===== src/rtl/mem_axi_bridge_pkg.sv =====
// Shared definitions for the memory-stage to AXI4-Lite bridge: request modes,
// AXI response codes and the bridge FSM state type.
package mem_axi_bridge_pkg;

  localparam logic MEMREQ_READ  = 1'b0;
  localparam logic MEMREQ_WRITE = 1'b1;

  localparam logic [1:0] OKAY   = 2'b00;
  localparam logic [1:0] SLVERR = 2'b10;

  typedef enum logic [2:0] {
    IDLE,
    WR_REQ,
    WR_RESP,
    RD_REQ,
    RD_RESP,
    FLUSH
  } state_t;

endpackage


===== src/rtl/mem_axi_bridge_if.sv =====
// Bundle of memory-stage request/response signals and the AXI4-Lite master bus.
// The bridge uses the master modport; the memory stage / AXI slave side uses slave.
interface mem_axi_bridge_if;

  logic        request_enable;
  logic        mode;
  logic [31:0] addr;
  logic [31:0] wdata;
  logic [3:0]  wstrb;
  logic        response_enable;
  logic [31:0] data;
  logic        error;

  logic [31:0] axi_awaddr;
  logic [2:0]  axi_awprot;
  logic        axi_awvalid;
  logic        axi_awready;
  logic [31:0] axi_wdata;
  logic [3:0]  axi_wstrb;
  logic        axi_wvalid;
  logic        axi_wready;
  logic [1:0]  axi_bresp;
  logic        axi_bvalid;
  logic        axi_bready;
  logic [31:0] axi_araddr;
  logic [2:0]  axi_arprot;
  logic        axi_arvalid;
  logic        axi_arready;
  logic [31:0] axi_rdata;
  logic [1:0]  axi_rresp;
  logic        axi_rvalid;
  logic        axi_rready;

  modport master (
    input  request_enable, mode, addr, wdata, wstrb,
    output response_enable, data, error,
    output axi_awaddr, axi_awprot, axi_awvalid,
    input  axi_awready,
    output axi_wdata, axi_wstrb, axi_wvalid,
    input  axi_wready,
    input  axi_bresp, axi_bvalid,
    output axi_bready,
    output axi_araddr, axi_arprot, axi_arvalid,
    input  axi_arready,
    input  axi_rdata, axi_rresp, axi_rvalid,
    output axi_rready
  );

  modport slave (
    output request_enable, mode, addr, wdata, wstrb,
    input  response_enable, data, error,
    input  axi_awaddr, axi_awprot, axi_awvalid,
    output axi_awready,
    input  axi_wdata, axi_wstrb, axi_wvalid,
    output axi_wready,
    output axi_bresp, axi_bvalid,
    input  axi_bready,
    input  axi_araddr, axi_arprot, axi_arvalid,
    output axi_arready,
    output axi_rdata, axi_rresp, axi_rvalid,
    input  axi_rready
  );

endinterface


===== src/rtl/mem_axi_bridge.sv =====
// Single-outstanding bridge from a memory-stage request pulse to an AXI4-Lite master.
// Define BUS_TIMEOUT_EN to add a response timeout that answers with error and drains via FLUSH.
module mem_axi_bridge
  import mem_axi_bridge_pkg::*;
#(
  parameter int unsigned TIMEOUT_CYCLES = 1024
) (
  input  logic             clk,
  input  logic             rstn,
  mem_axi_bridge_if.master bus
);

  state_t      r_state;
  logic        r_awvalid;
  logic        r_wvalid;
  logic        r_bready;
  logic        r_arvalid;
  logic        r_rready;
  logic [31:0] r_awaddr;
  logic [31:0] r_wdata;
  logic [3:0]  r_wstrb;
  logic [31:0] r_araddr;
  logic        r_rsp_en;
  logic [31:0] r_data;
  logic        r_error;

  logic        w_aw_done;
  logic        w_w_done;
  logic        w_tmo_hit;

  // A channel counts as done if its handshake already happened or happens this cycle.
  assign w_aw_done = !r_awvalid || bus.axi_awready;
  assign w_w_done  = !r_wvalid  || bus.axi_wready;

`ifdef BUS_TIMEOUT_EN
  localparam int unsigned TMO_W = (TIMEOUT_CYCLES > 1) ? $clog2(TIMEOUT_CYCLES) : 1;

  logic [TMO_W-1:0] r_tmo_cnt;

  // Counts cycles spent waiting for B/R; any other state holds it at zero.
  always_ff @(posedge clk or negedge rstn) begin
    if (!rstn) begin
      r_tmo_cnt <= '0;
    end else if (r_state == WR_RESP || r_state == RD_RESP) begin
      r_tmo_cnt <= r_tmo_cnt + 1'b1;
    end else begin
      r_tmo_cnt <= '0;
    end
  end

  assign w_tmo_hit = (r_tmo_cnt == TMO_W'(TIMEOUT_CYCLES - 1));
`else
  logic w_unused_tmo;
  assign w_unused_tmo = (TIMEOUT_CYCLES != 0);
  assign w_tmo_hit    = 1'b0;
`endif

  always_ff @(posedge clk or negedge rstn) begin
    if (!rstn) begin
      r_state   <= IDLE;
      r_awvalid <= 1'b0;
      r_wvalid  <= 1'b0;
      r_bready  <= 1'b0;
      r_arvalid <= 1'b0;
      r_rready  <= 1'b0;
      r_awaddr  <= '0;
      r_wdata   <= '0;
      r_wstrb   <= '0;
      r_araddr  <= '0;
      r_rsp_en  <= 1'b0;
      r_data    <= '0;
      r_error   <= 1'b0;
    end else begin
      r_rsp_en <= 1'b0;
      case (r_state)
        IDLE: begin
          if (bus.request_enable) begin
            if (bus.mode == MEMREQ_WRITE) begin
              r_awaddr  <= bus.addr;
              r_wdata   <= bus.wdata;
              r_wstrb   <= bus.wstrb;
              r_awvalid <= 1'b1;
              r_wvalid  <= 1'b1;
              r_state   <= WR_REQ;
            end else begin
              r_araddr  <= bus.addr;
              r_arvalid <= 1'b1;
              r_state   <= RD_REQ;
            end
          end
        end
        WR_REQ: begin
          if (bus.axi_awready) r_awvalid <= 1'b0;
          if (bus.axi_wready)  r_wvalid  <= 1'b0;
          if (w_aw_done && w_w_done) begin
            r_bready <= 1'b1;
            r_state  <= WR_RESP;
          end
        end
        WR_RESP: begin
          if (bus.axi_bvalid) begin
            r_bready <= 1'b0;
            r_rsp_en <= 1'b1;
            r_data   <= '0;
            r_error  <= (bus.axi_bresp != OKAY);
            r_state  <= IDLE;
          end else if (w_tmo_hit) begin
            r_rsp_en <= 1'b1;
            r_data   <= '0;
            r_error  <= 1'b1;
            r_state  <= FLUSH;
          end
        end
        RD_REQ: begin
          if (bus.axi_arready) begin
            r_arvalid <= 1'b0;
            r_rready  <= 1'b1;
            r_state   <= RD_RESP;
          end
        end
        RD_RESP: begin
          if (bus.axi_rvalid) begin
            r_rready <= 1'b0;
            r_rsp_en <= 1'b1;
            r_data   <= bus.axi_rdata;
            r_error  <= (bus.axi_rresp != OKAY);
            r_state  <= IDLE;
          end else if (w_tmo_hit) begin
            r_rsp_en <= 1'b1;
            r_data   <= '0;
            r_error  <= 1'b1;
            r_state  <= FLUSH;
          end
        end
        FLUSH: begin
          // The timed-out response was already reported; swallow the late one silently.
          if ((r_bready && bus.axi_bvalid) || (r_rready && bus.axi_rvalid)) begin
            r_bready <= 1'b0;
            r_rready <= 1'b0;
            r_state  <= IDLE;
          end
        end
        default: r_state <= IDLE;
      endcase
    end
  end

  assign bus.response_enable = r_rsp_en;
  assign bus.data            = r_data;
  assign bus.error           = r_error;
  assign bus.axi_awaddr      = r_awaddr;
  assign bus.axi_awprot      = 3'b000;
  assign bus.axi_awvalid     = r_awvalid;
  assign bus.axi_wdata       = r_wdata;
  assign bus.axi_wstrb       = r_wstrb;
  assign bus.axi_wvalid      = r_wvalid;
  assign bus.axi_bready      = r_bready;
  assign bus.axi_araddr      = r_araddr;
  assign bus.axi_arprot      = 3'b000;
  assign bus.axi_arvalid     = r_arvalid;
  assign bus.axi_rready      = r_rready;

endmodule

===== src/flat_wrapper.sv =====
// flat-port wrapper written by rule: the top's interface ports become plain ports
module mem_axi_bridge_flat import mem_axi_bridge_pkg::*;
#(
  parameter int unsigned TIMEOUT_CYCLES = 1024
)
  (clk, rstn, bus_request_enable, bus_mode, bus_addr, bus_wdata, bus_wstrb, bus_response_enable, bus_data, bus_error, bus_axi_awaddr, bus_axi_awprot, bus_axi_awvalid, bus_axi_awready, bus_axi_wdata, bus_axi_wstrb, bus_axi_wvalid, bus_axi_wready, bus_axi_bresp, bus_axi_bvalid, bus_axi_bready, bus_axi_araddr, bus_axi_arprot, bus_axi_arvalid, bus_axi_arready, bus_axi_rdata, bus_axi_rresp, bus_axi_rvalid, bus_axi_rready);
  mem_axi_bridge_if bus_i ();
  input  logic clk;
  input  logic rstn;
  input wire logic [$bits(bus_i.request_enable)-1:0] bus_request_enable;
  input wire logic [$bits(bus_i.mode)-1:0] bus_mode;
  input wire logic [$bits(bus_i.addr)-1:0] bus_addr;
  input wire logic [$bits(bus_i.wdata)-1:0] bus_wdata;
  input wire logic [$bits(bus_i.wstrb)-1:0] bus_wstrb;
  output wire logic [$bits(bus_i.response_enable)-1:0] bus_response_enable;
  output wire logic [$bits(bus_i.data)-1:0] bus_data;
  output wire logic [$bits(bus_i.error)-1:0] bus_error;
  output wire logic [$bits(bus_i.axi_awaddr)-1:0] bus_axi_awaddr;
  output wire logic [$bits(bus_i.axi_awprot)-1:0] bus_axi_awprot;
  output wire logic [$bits(bus_i.axi_awvalid)-1:0] bus_axi_awvalid;
  input wire logic [$bits(bus_i.axi_awready)-1:0] bus_axi_awready;
  output wire logic [$bits(bus_i.axi_wdata)-1:0] bus_axi_wdata;
  output wire logic [$bits(bus_i.axi_wstrb)-1:0] bus_axi_wstrb;
  output wire logic [$bits(bus_i.axi_wvalid)-1:0] bus_axi_wvalid;
  input wire logic [$bits(bus_i.axi_wready)-1:0] bus_axi_wready;
  input wire logic [$bits(bus_i.axi_bresp)-1:0] bus_axi_bresp;
  input wire logic [$bits(bus_i.axi_bvalid)-1:0] bus_axi_bvalid;
  output wire logic [$bits(bus_i.axi_bready)-1:0] bus_axi_bready;
  output wire logic [$bits(bus_i.axi_araddr)-1:0] bus_axi_araddr;
  output wire logic [$bits(bus_i.axi_arprot)-1:0] bus_axi_arprot;
  output wire logic [$bits(bus_i.axi_arvalid)-1:0] bus_axi_arvalid;
  input wire logic [$bits(bus_i.axi_arready)-1:0] bus_axi_arready;
  input wire logic [$bits(bus_i.axi_rdata)-1:0] bus_axi_rdata;
  input wire logic [$bits(bus_i.axi_rresp)-1:0] bus_axi_rresp;
  input wire logic [$bits(bus_i.axi_rvalid)-1:0] bus_axi_rvalid;
  output wire logic [$bits(bus_i.axi_rready)-1:0] bus_axi_rready;
  assign bus_i.request_enable = bus_request_enable;
  assign bus_i.mode = bus_mode;
  assign bus_i.addr = bus_addr;
  assign bus_i.wdata = bus_wdata;
  assign bus_i.wstrb = bus_wstrb;
  assign bus_response_enable = bus_i.response_enable;
  assign bus_data = bus_i.data;
  assign bus_error = bus_i.error;
  assign bus_axi_awaddr = bus_i.axi_awaddr;
  assign bus_axi_awprot = bus_i.axi_awprot;
  assign bus_axi_awvalid = bus_i.axi_awvalid;
  assign bus_i.axi_awready = bus_axi_awready;
  assign bus_axi_wdata = bus_i.axi_wdata;
  assign bus_axi_wstrb = bus_i.axi_wstrb;
  assign bus_axi_wvalid = bus_i.axi_wvalid;
  assign bus_i.axi_wready = bus_axi_wready;
  assign bus_i.axi_bresp = bus_axi_bresp;
  assign bus_i.axi_bvalid = bus_axi_bvalid;
  assign bus_axi_bready = bus_i.axi_bready;
  assign bus_axi_araddr = bus_i.axi_araddr;
  assign bus_axi_arprot = bus_i.axi_arprot;
  assign bus_axi_arvalid = bus_i.axi_arvalid;
  assign bus_i.axi_arready = bus_axi_arready;
  assign bus_i.axi_rdata = bus_axi_rdata;
  assign bus_i.axi_rresp = bus_axi_rresp;
  assign bus_i.axi_rvalid = bus_axi_rvalid;
  assign bus_axi_rready = bus_i.axi_rready;
  mem_axi_bridge #(.TIMEOUT_CYCLES(TIMEOUT_CYCLES)) u_core (.clk(clk), .rstn(rstn), .bus(bus_i));
endmodule

===== config.mk =====
export PLATFORM = sky130hd
export DESIGN_NAME = mem_axi_bridge_flat
export DESIGN_NICKNAME = d
export VERILOG_FILES = /design/src/rtl/mem_axi_bridge_pkg.sv /design/src/rtl/mem_axi_bridge_if.sv /design/src/rtl/mem_axi_bridge.sv /design/src/flat_wrapper.sv
export SDC_FILE = /design/constraint.sdc
export NUM_CORES = 1
export LEC_CHECK = 0
export ABC_AREA = 1
export CORE_ASPECT_RATIO = 0.6
export CORE_MARGIN = 2
export CORE_UTILIZATION = 35
export DETAILED_ROUTE_END_ITERATION = 7
export GPL_TIMING_DRIVEN = 0
export PLACE_DENSITY = 0.8
export SETUP_SLACK_MARGIN = 0.1
export SYNTH_ARGS = -nofsm -noshare
export SYNTH_HDL_FRONTEND = slang
export SYNTH_SLANG_ARGS = --single-unit
export TNS_END_PERCENT = 100

===== constraint.sdc =====
create_clock -name clk -period 1.61 [get_ports clk]
set_input_delay 0.322 -clock clk [delete_from_list [all_inputs] [get_ports clk]]
set_output_delay 0.322 -clock clk [all_outputs]
set_load 0.02 [all_outputs]

; Word level (Yosys, flattened, before mapping)
; Cells that the tools add are included.
[word_totals]
regBits = 142
word_cells = 88
[op_classes]
eq_ne = 15
n_mux = 34
bitwise = 1
n_reduce_logical = 25
[ops]
columns = cell, n
row1 = two-way mux 32 bit, 2
row2 = case mux 32 bit (2 select lines), 1
row3 = AND reduction 4 bit, 5
row4 = two-way mux 3 bit, 6
row5 = case mux 3 bit (6 select lines), 1
row6 = two-way mux 1 bit, 16
row7 = "!= test 2 bit, second input constant", 8
row8 = case mux 1 bit (2 select lines), 5
row9 = nonzero test 2 bit, 5
row10 = AND reduction 3 bit, 3
row11 = "equality test 3 x 2 -> 1 bit, second input constant", 2
row12 = "equality test 3 bit, second input constant", 2
row13 = case mux 1 bit (3 select lines), 2
row14 = AND reduction 6 bit, 1
row15 = nonzero test 3 bit, 2
row16 = "!= test 2 x 1 -> 1 bit, second input constant", 2
row17 = "equality test 3 x 1 -> 1 bit, second input constant", 1
row18 = logical AND 1 bit, 3
row19 = zero test 3 bit, 1
row20 = logical OR 1 bit, 3
row21 = zero test 1 bit, 2
row22 = two-way mux 2 bit, 1
row23 = NOT 1 bit, 1

; Logic depth before layout (Yosys ltp)
; Gate-level depths: netlist of run 1.
[depth]
depth_word = 5
ltp_mapped = 9
ltp_nobuf = 9

; Least setup slack after synthesis of run 1
; No wires, ideal clock.
[synth_timing]
path_kind = flip-flop to flip-flop
from = register u_core.r_state[2]
to = register u_core.r_data[10] (netlist: u_core.bus.data[10])
setup_time_ps = 133
t_arrival_ps = 1189
required_time_ps = 1477
setup_slack_ps = 288
path_stages_with_launch = 7
n_path_buf = 2
path_cell_list = dfrtp_1 buf_2 inv_2 nand3_1 o21ai_4 buf_6 o22ai_1
[synth_between]
elab_chain_cells = 3
[synth_lines]
columns = element, line_no
row1 = from (decl), mem_axi_bridge.sv:13  ; state_t r_state;
row2 = from (signal assigned), mem_axi_bridge.sv:60  ; r_state <= IDLE;
row3 = from (signal assigned), mem_axi_bridge.sv:84  ; r_state <= WR_REQ;
row4 = from (signal assigned), mem_axi_bridge.sv:88  ; r_state <= RD_REQ;
row5 = equality test 3 x 2 -> 1 bit / equality test 3 bit (equally long branches), mem_axi_bridge.sv:75  ; case (r_state)
row6 = != test 2 bit (no source line) / nonzero test 2 bit (equally long branches), -
row7 = AND reduction 3 bit (no source line), -
row8 = to (signal assigned), mem_axi_bridge.sv:125  ; r_data <= bus.axi_rdata;
row9 = to (decl), mem_axi_bridge.sv:24  ; logic [31:0] r_data;
; Parallel ways exist; a longest one is shown, timed or not.
; A chain may end at the register's enable or synchronous reset.

; Final worst setup path of run 1
[layout_timing]
from = register u_core.r_state[0]
to = register u_core.r_wdata[13] (netlist: u_core.bus.axi_wdata[13])
[layout_between]
elab_chain_cells = 2
[layout_lines]
columns = element, line_no
row1 = zero test 3 bit, mem_axi_bridge.sv:75
row2 = AND reduction 3 bit (no source line), -
row3 = to (signal assigned), mem_axi_bridge.sv:80  ; r_wdata <= bus.wdata;
row4 = to (decl), mem_axi_bridge.sv:20  ; logic [31:0] r_wdata;
; Every way passes these cells.

==> results of run 1 <==
-- per-layer routing --
metal / up-vias / global-route usage, % / routed length, µm
met5: - / 0 / 0
met4: 0 / 4.03 / 100
met3: 12 / 7.61 / 1470
met2: 195 / 30.8 / 7730
met1: 2455 / 25.0 / 7670
li1: 2509 / - / -
-- path summary, 6_finish.rpt --
check                                         startpoint                        end  slack, ps  cells after the start
worst max-delay path                   u_core.r_state[0]   u_core.bus.axi_wdata[13]        120                      7
worst min-delay path                       bus_wdata[31]   u_core.bus.axi_wdata[31]        450                      3
worst max register to register         u_core.r_state[0]   u_core.bus.axi_wdata[13]        120                      7
worst min register to register  u_core.bus.axi_wdata[27]   u_core.bus.axi_wdata[27]        460                      2
max in group asynchronous                           rstn   u_core.bus.axi_wdata[25]        330                      3
min in group asynchronous                           rstn  u_core.bus.axi_awaddr[14]        460                      2
-- area by class of cell --
| cell class | count | area (µm²) |
|---|---|---|
| clock inverter | 12 | 139 |
| timing repair buffer | 266 | 2540 |
| timing repair inverter | 1 | 8.76 |
| clock buffer | 20 | 437 |
| buffer | 34 | 342 |
| sequential | 142 | 3560 |
| multi-input combinational | 343 | 1640 |
| tap | 228 | 285 |
| inverter | 114 | 435 |
| fill | 1464 | 6880 |
-- power by group through the flow --
stage,combinational [mW],clock (mW),sequential (mW)
after CTS,8.24,3.94,6.19
after detailed placement,9.17,0,6.28
after floorplan,2.60,0,8.23
after global routing,9.17,4.13,6.39
final,8.43,3.85,6.18
after global placement,9.02,0,6.22
-- stage by stage --
| step | power [mW] | instance area (µm²) | setup slack [ps] | std cells | util (%) |
|---|---|---|---|---|---|
| after floorplan | 10.8 | 5840 | 288 | 633 | - |
| after global placement | 15.2 | 8640 | -5520 | 1112 | 53.1 |
| after detailed placement | 15.4 | 8670 | -272 | 1113 | 53.3 |
| after CTS | 18.4 | 9180 | 52.8 | 1154 | 56.5 |
| after global routing | 19.7 | 9380 | 71.1 | 1160 | 57.7 |
| final | 18.5 | 9380 | 117 | 1160 | 57.7 |
-- logic make-up after synthesis --
logic type / count (synthesis) / synth area share (%)
AOI/OAI and AO/OA: 107 / 11.6
buffers and inverters: 148 / 11.6
DFF: 142 / 61.0
other: 1 / 0.0644
and+or+nand+nor: 230 / 15.7
-- critical path: stages, from the launching register on --
cell and delay, ps:
dfrtp_2 450, nor2_4 170, nand2_4 90, nor2_4 190
clkinv_4 160, buf_4 210, nand2_1 80, nand2_1 50
-- state kept, by name (all words and copies together), names as in the netlist --
signal	flops
u_core.bus.axi_rready	1
u_core.bus.axi_wdata	32
u_core.bus.response_enable	1
u_core.bus.error	1
u_core.bus.axi_awvalid	1
u_core.bus.axi_bready	1
u_core.r_state	3
u_core.bus.axi_awaddr	32
u_core.bus.data	32
u_core.bus.axi_araddr	32
u_core.bus.axi_arvalid	1
u_core.bus.axi_wvalid	1
u_core.bus.axi_wstrb	4
-- repair_timing --
item,4_1_cts,5_1_grt
resized for setup,153,46
setup endpoints to repair,236,116
pin swaps,3,3
buffers inserted,7,3
hold endpoints to repair,65,0
hold buffers,1,0
cloned,1,3
-- layout by cell type (no fill, tap or decap), types with 2 or more instances in the layout --
cell	Yosys	final
buf_4	7	16
inv_1	111	111
nand3_1	7	5
dlygate4sd2_1	0	130
clkdlybuf4s15_1	0	8
o21ai_1	41	37
buf_12	0	3
clkbuf_2	1	3
nand2_1	205	205
conb_1	1	6
o21ai_2	23	27
nand3_2	1	3
nor2_4	2	2
inv_6	0	3
clkbuf_16	0	19
clkinv_4	0	6
o22ai_1	32	32
clkbuf_1	3	5
o21ai_0	7	7
clkinv_2	0	2
nor2_1	10	9
dfrtp_1	142	140
clkdlybuf4s50_1	0	111
nand4_1	2	2
bufinv_16	0	2
dfrtp_2	0	2
buf_8	0	3
buf_6	10	18
==> run_results.csv, run 1 <==
group,metric,value,unit
clock_network,cts.sinks,142,
pwr,p_clk_share,20.9,%
pwr,switching_share,40.6,%
placed_design,dpl.hpwl,12300,µm
pwr,peakVddDrop,0.995,mV
global_route,grt_max_degree,78,
sta,relSlewSlack,57.9,%
synth,postSynth.asyncResetShare,100,%
routing,drt.antenna.violating_nets,0,
pwr,p_int,11.0,mW
placed_design,place_congestion,0.789,
global_route,grt_overflow_total,0,
synth,synth-edff-count,0,
placed_design,port_buffers,251,
sta,min_period,1490,ps
synth,syn-cell-area,5820,µm²
global_route,grtUsageTotal,19.3,%
pwr,comb_power_share,45.7,%
sta,slew_violations,0,
routing,vias,5171,
synth,yosysUniqueCellTypes,26,
clock_network,cts_buffers,17,
clock_network,clockRootBuffer,"clkbuf_16",
die,dieArea,17700,µm²
routing,wl_per_cell,14.6,µm
synth,syn_area_per_cell,9.27,µm²
finish,antenna_cells,0,
flow_run,cap_violations,0,
synth,synth_top_area_cell,"dfrtp_1",
die,io_pins,258,
sta,fin_crit_sh,92.7,%
die,dieWidth,171,µm
routing,drtIter0Drc,307,
synth,synth-seq-cells,142,
global_route,grt_pass1_vias,5293,
sta,hold_viol_final,0,
synth,syn_inst,628,
global_route,grt_pass1_wl,26900,µm
synth,yosys_most_used_dff,"dfrtp_1",
sta,whs,453,ps
sta,grt_setup_unrepaired,"true",
synth,yosysWarningCount,0,
routing,drc_errors,0,
hold_path,min-delay-path-class,"in2reg",
clock_network,clk_pin_slew_worst_paths,60,ps
setup_path,worstPathArrival,1790,ps
die,die_h,104,µm
pwr,p_per_area,1970,nW/µm²
synth,yosysMostFrequentCell,"nand2_1",
synth,synth_top_area_share,61.0,%
routing,via_per_inst,4.46,
die,fp-row-count,36,
setup_path,critical_path_class,"reg2reg",
finish,area_growth,61.1,%
setup_path,cp_max_fo,10,
die,initial_utilization,35.8,%
routing,drt-pass1-iter-count,4,
finish,fin_nets,1032,
die,core,16300,µm²
finish,drive_gt1_share,12.8,%
sta,max_slew.worst_pin.slew,632,ps
sta,finClkSkew,13.8,ps
setup_path,required,1910,ps
sta,fmax,670,MHz
sta,setup_tns,0,ps
synth,yosys-top-cells-count,"nand2_1, dfrtp_1, inv_1, o21ai_1, o22ai_1",
pwr,p_sw,7.49,mW
clock_network,clock_latency,410,ps
pwr,p_seq_share,33.5,%
clock_network,cts_tree,"yes",
clock_network,clockBufferDepth,2,
routing,totalWireLength,17000,µm
synth,synth.area.top_cells,"dfrtp_1, nand2_1, inv_1",
clock_network,htreeDepth,4,
pwr,p_leak,5.02,nW
global_route,antenna_found_initial,0,
sta,finalSetupViolations,0,
setup_path,end_kind,"flop",
synth,yosysSeqAreaShare,61.0,%
outcome,status,"completed",
setup_path,start_kind,"flop",
(Power assumes the default switching activity.)
==> inputs of run 2 (changes only) <==
--- a/config.mk
+++ b/config.mk
@@ -8,10 +8,10 @@
 export ABC_AREA = 1
 export CORE_ASPECT_RATIO = 0.6
 export CORE_MARGIN = 2
-export CORE_UTILIZATION = 35
+export CORE_UTILIZATION = 37
 export DETAILED_ROUTE_END_ITERATION = 7
 export GPL_TIMING_DRIVEN = 0
-export PLACE_DENSITY = 0.8
+export PLACE_DENSITY = 0.83
 export SETUP_SLACK_MARGIN = 0.1
 export SYNTH_ARGS = -nofsm -noshare
 export SYNTH_HDL_FRONTEND = slang
==> run 2 against run 1 <==
  * Sequential share of layout area grew 0.60 points
  * Critical endpoint is now bus_axi_araddr[19]
  * First-iteration DRC count grew 18%
  * Cell area shrank 1.5%
  * Highest routed layer unchanged
  * Critical path depth shrank 6
  * Wire length shrank 0.80%
  * Hold slack lost 27 ps
  * Sequential cell count is the same
==> run_results.csv, run 2 (same netlist as run 1, synthesis figures left out) <==
group,metric,value,unit
outcome,status,"completed",
global_route,grtUsageTotal,20.4,%
setup_path,worstSetupStartpoint,"u_core.bus.axi_araddr[19]",
routing,drtIter0Drc,362,
pwr,peakVddDrop,0.996,mV
placed_design,port_buffers,251,
routing,via_per_inst,4.55,
routing,wl_per_cell,14.9,µm
setup_path,r2r-start,"u_core.r_state[2]",
die,fp-row-count,35,
sta,fin_crit_sh,90.2,%
pwr,p_int,10.8,mW
die,core,15400,µm²
die,die_h,101,µm
global_route,grt_max_degree,96,
global_route,grt_pass1_wl,26900,µm
flow_run,cap_violations,0,
finish,fill_cells,1363,
clock_network,clockRootBuffer,"clkbuf_16",
finish,final_util,60.1,%
hold_path,min-delay-path-class,"in2async",
clock_network,clk_pin_slew_worst_paths,60,ps
setup_path,critical_path_class,"reg2out",
pwr,p_leak,4.99,nW
finish,fin_nets,1028,
global_route,grt_pass1_vias,5152,
setup_path,crit_path_max_incr_delay,400,ps
sta,fmax,688,MHz
finish,finish.instance_area,9240,µm²
setup_path,slowest_stage,"dfrtp_1",
sta,finClkSkew,10.8,ps
routing,totalWireLength,16800,µm
die,initial_utilization,37.9,%
sta,finalSetupViolations,0,
setup_path,path_cells,"dlygate4sd2_1",
pwr,comb_power_share,45.4,%
global_route,antenna_found_initial,0,
clock_network,cts_tree,"yes",
pwr,p_clk_share,20.8,%
finish,multi_input_area,1630,µm²
routing,drc_errors,0,
sta,slew_violations,0,
sta,grt_setup_unrepaired,"true",
setup_path,worstPathArrival,1130,ps
sta,whs,427,ps
pwr,p_sw,7.45,mW
finish,final_common_cell,"nand2_1",
finish,final_cell_mix,"nand2_1, dfrtp_1, dlygate4sd2_1",
sta,min_period,1450,ps
setup_path,end_kind,"output pin",
setup_path,cp_max_fo,2,
routing,drt-pass1-iter-count,4,
placed_design,place_congestion,0.817,
clock_network,clock_latency,400,ps
finish,area_growth,58.7,%
pwr,switching_share,40.7,%
die,io_pins,258,
setup_path,cp_top_family,"flip-flops",
routing,vias,5138,
clock_network,cts.sinks,142,
finish,drive_gt1_share,12.2,%
global_route,grt_overflow_total,0,
placed_design,dpl.hpwl,12300,µm
routing,drt.antenna.violating_nets,0,
setup_path,path_buf_inv,1,
clock_network,htreeDepth,4,
finish,antenna_cells,0,
die,dieWidth,166,µm
placed_design,dpl-instance-area,8640,µm²
pwr,p_per_area,1980,nW/µm²
finish,regArea,3560,µm²
clock_network,clockBufferDepth,2,
die,dieArea,16800,µm²
pwr,p_seq_share,33.8,%
pwr,finalPower,18.3,mW
sta,hold_viol_final,0,
clock_network,cts_buffers,17,
setup_path,start_kind,"flop",
setup_path,required,1290,ps
run 2: cell types whose count changed in the layout (fill, tap and decap cells not counted), sizes merged:
cell	change
clkdlybuf4s15	-6
clkinv	-2
clkbuf	-5
clkinvlp	+2
dlygate4sd2	+7
buf	-1
run 2: path summary, 6_finish.rpt:
check,endpoint,slack [ps],depth (start not counted)
max in group asynchronous,u_core.bus.axi_awaddr[1],340,3
worst min-delay path,u_core.bus.data[13],430,2
min in group clk,u_core.bus.axi_wdata[21],450,3
worst min register to register,u_core.bus.axi_wstrb[0],460,2
worst max register to register,u_core.bus.axi_wdata[30],170,8
worst max-delay path,bus_axi_araddr[19],160,1
run 2: layout make-up:
type	count	area share, %
well taps	203	2.75
multi-input cells	343	17.6
clock inverters	13	1.53
clock buffers	18	4.65
repair buffers	263	26.9
flip-flops and latches	142	38.5
inverters	114	4.74
plain buffers	34	3.26
run 2: power groups by stage:
stage          logic [mW]  registers (mW)  clock network [mW]
3_3_place_gp         8.98            6.23                   0
6_report             8.30            6.19                3.79
4_1_cts              8.14            6.20                3.89
5_1_grt              9.01            6.40                4.05
2_1_floorplan        2.60            8.23                   0
3_5_place_dp         9.17            6.28                   0
run 2: layer usage:
metal	up-vias	routed length [µm]	GRT usage, %
met1	2439	7400	25.5
met3	14	1570	8.95
met5	-	0	0
met4	0	178	5.02
li1	2490	-	-
met2	195	7680	32.8
run 2: what timing repair did:
| action | CTS | global route |
|---|---|---|
| pin swaps | 2 | 2 |
| endpoints found under the hold margin | 47 | 0 |
| hold buffers | 1 | 0 |
| endpoints found under the setup margin | 218 | 129 |
| cloned | 1 | 1 |
| resized for setup | 147 | 35 |
| buffers inserted | 3 | 5 |
run 2: metrics by stage:
step	std cells	setup TNS (ps)	setup WS [ps]
after floorplan	633	0	288
after global placement	1087	-784990	-5480
after detailed placement	1088	-11300	-163
after CTS	1124	0	79.3
after global routing	1130	0	83.7
final	1130	0	157
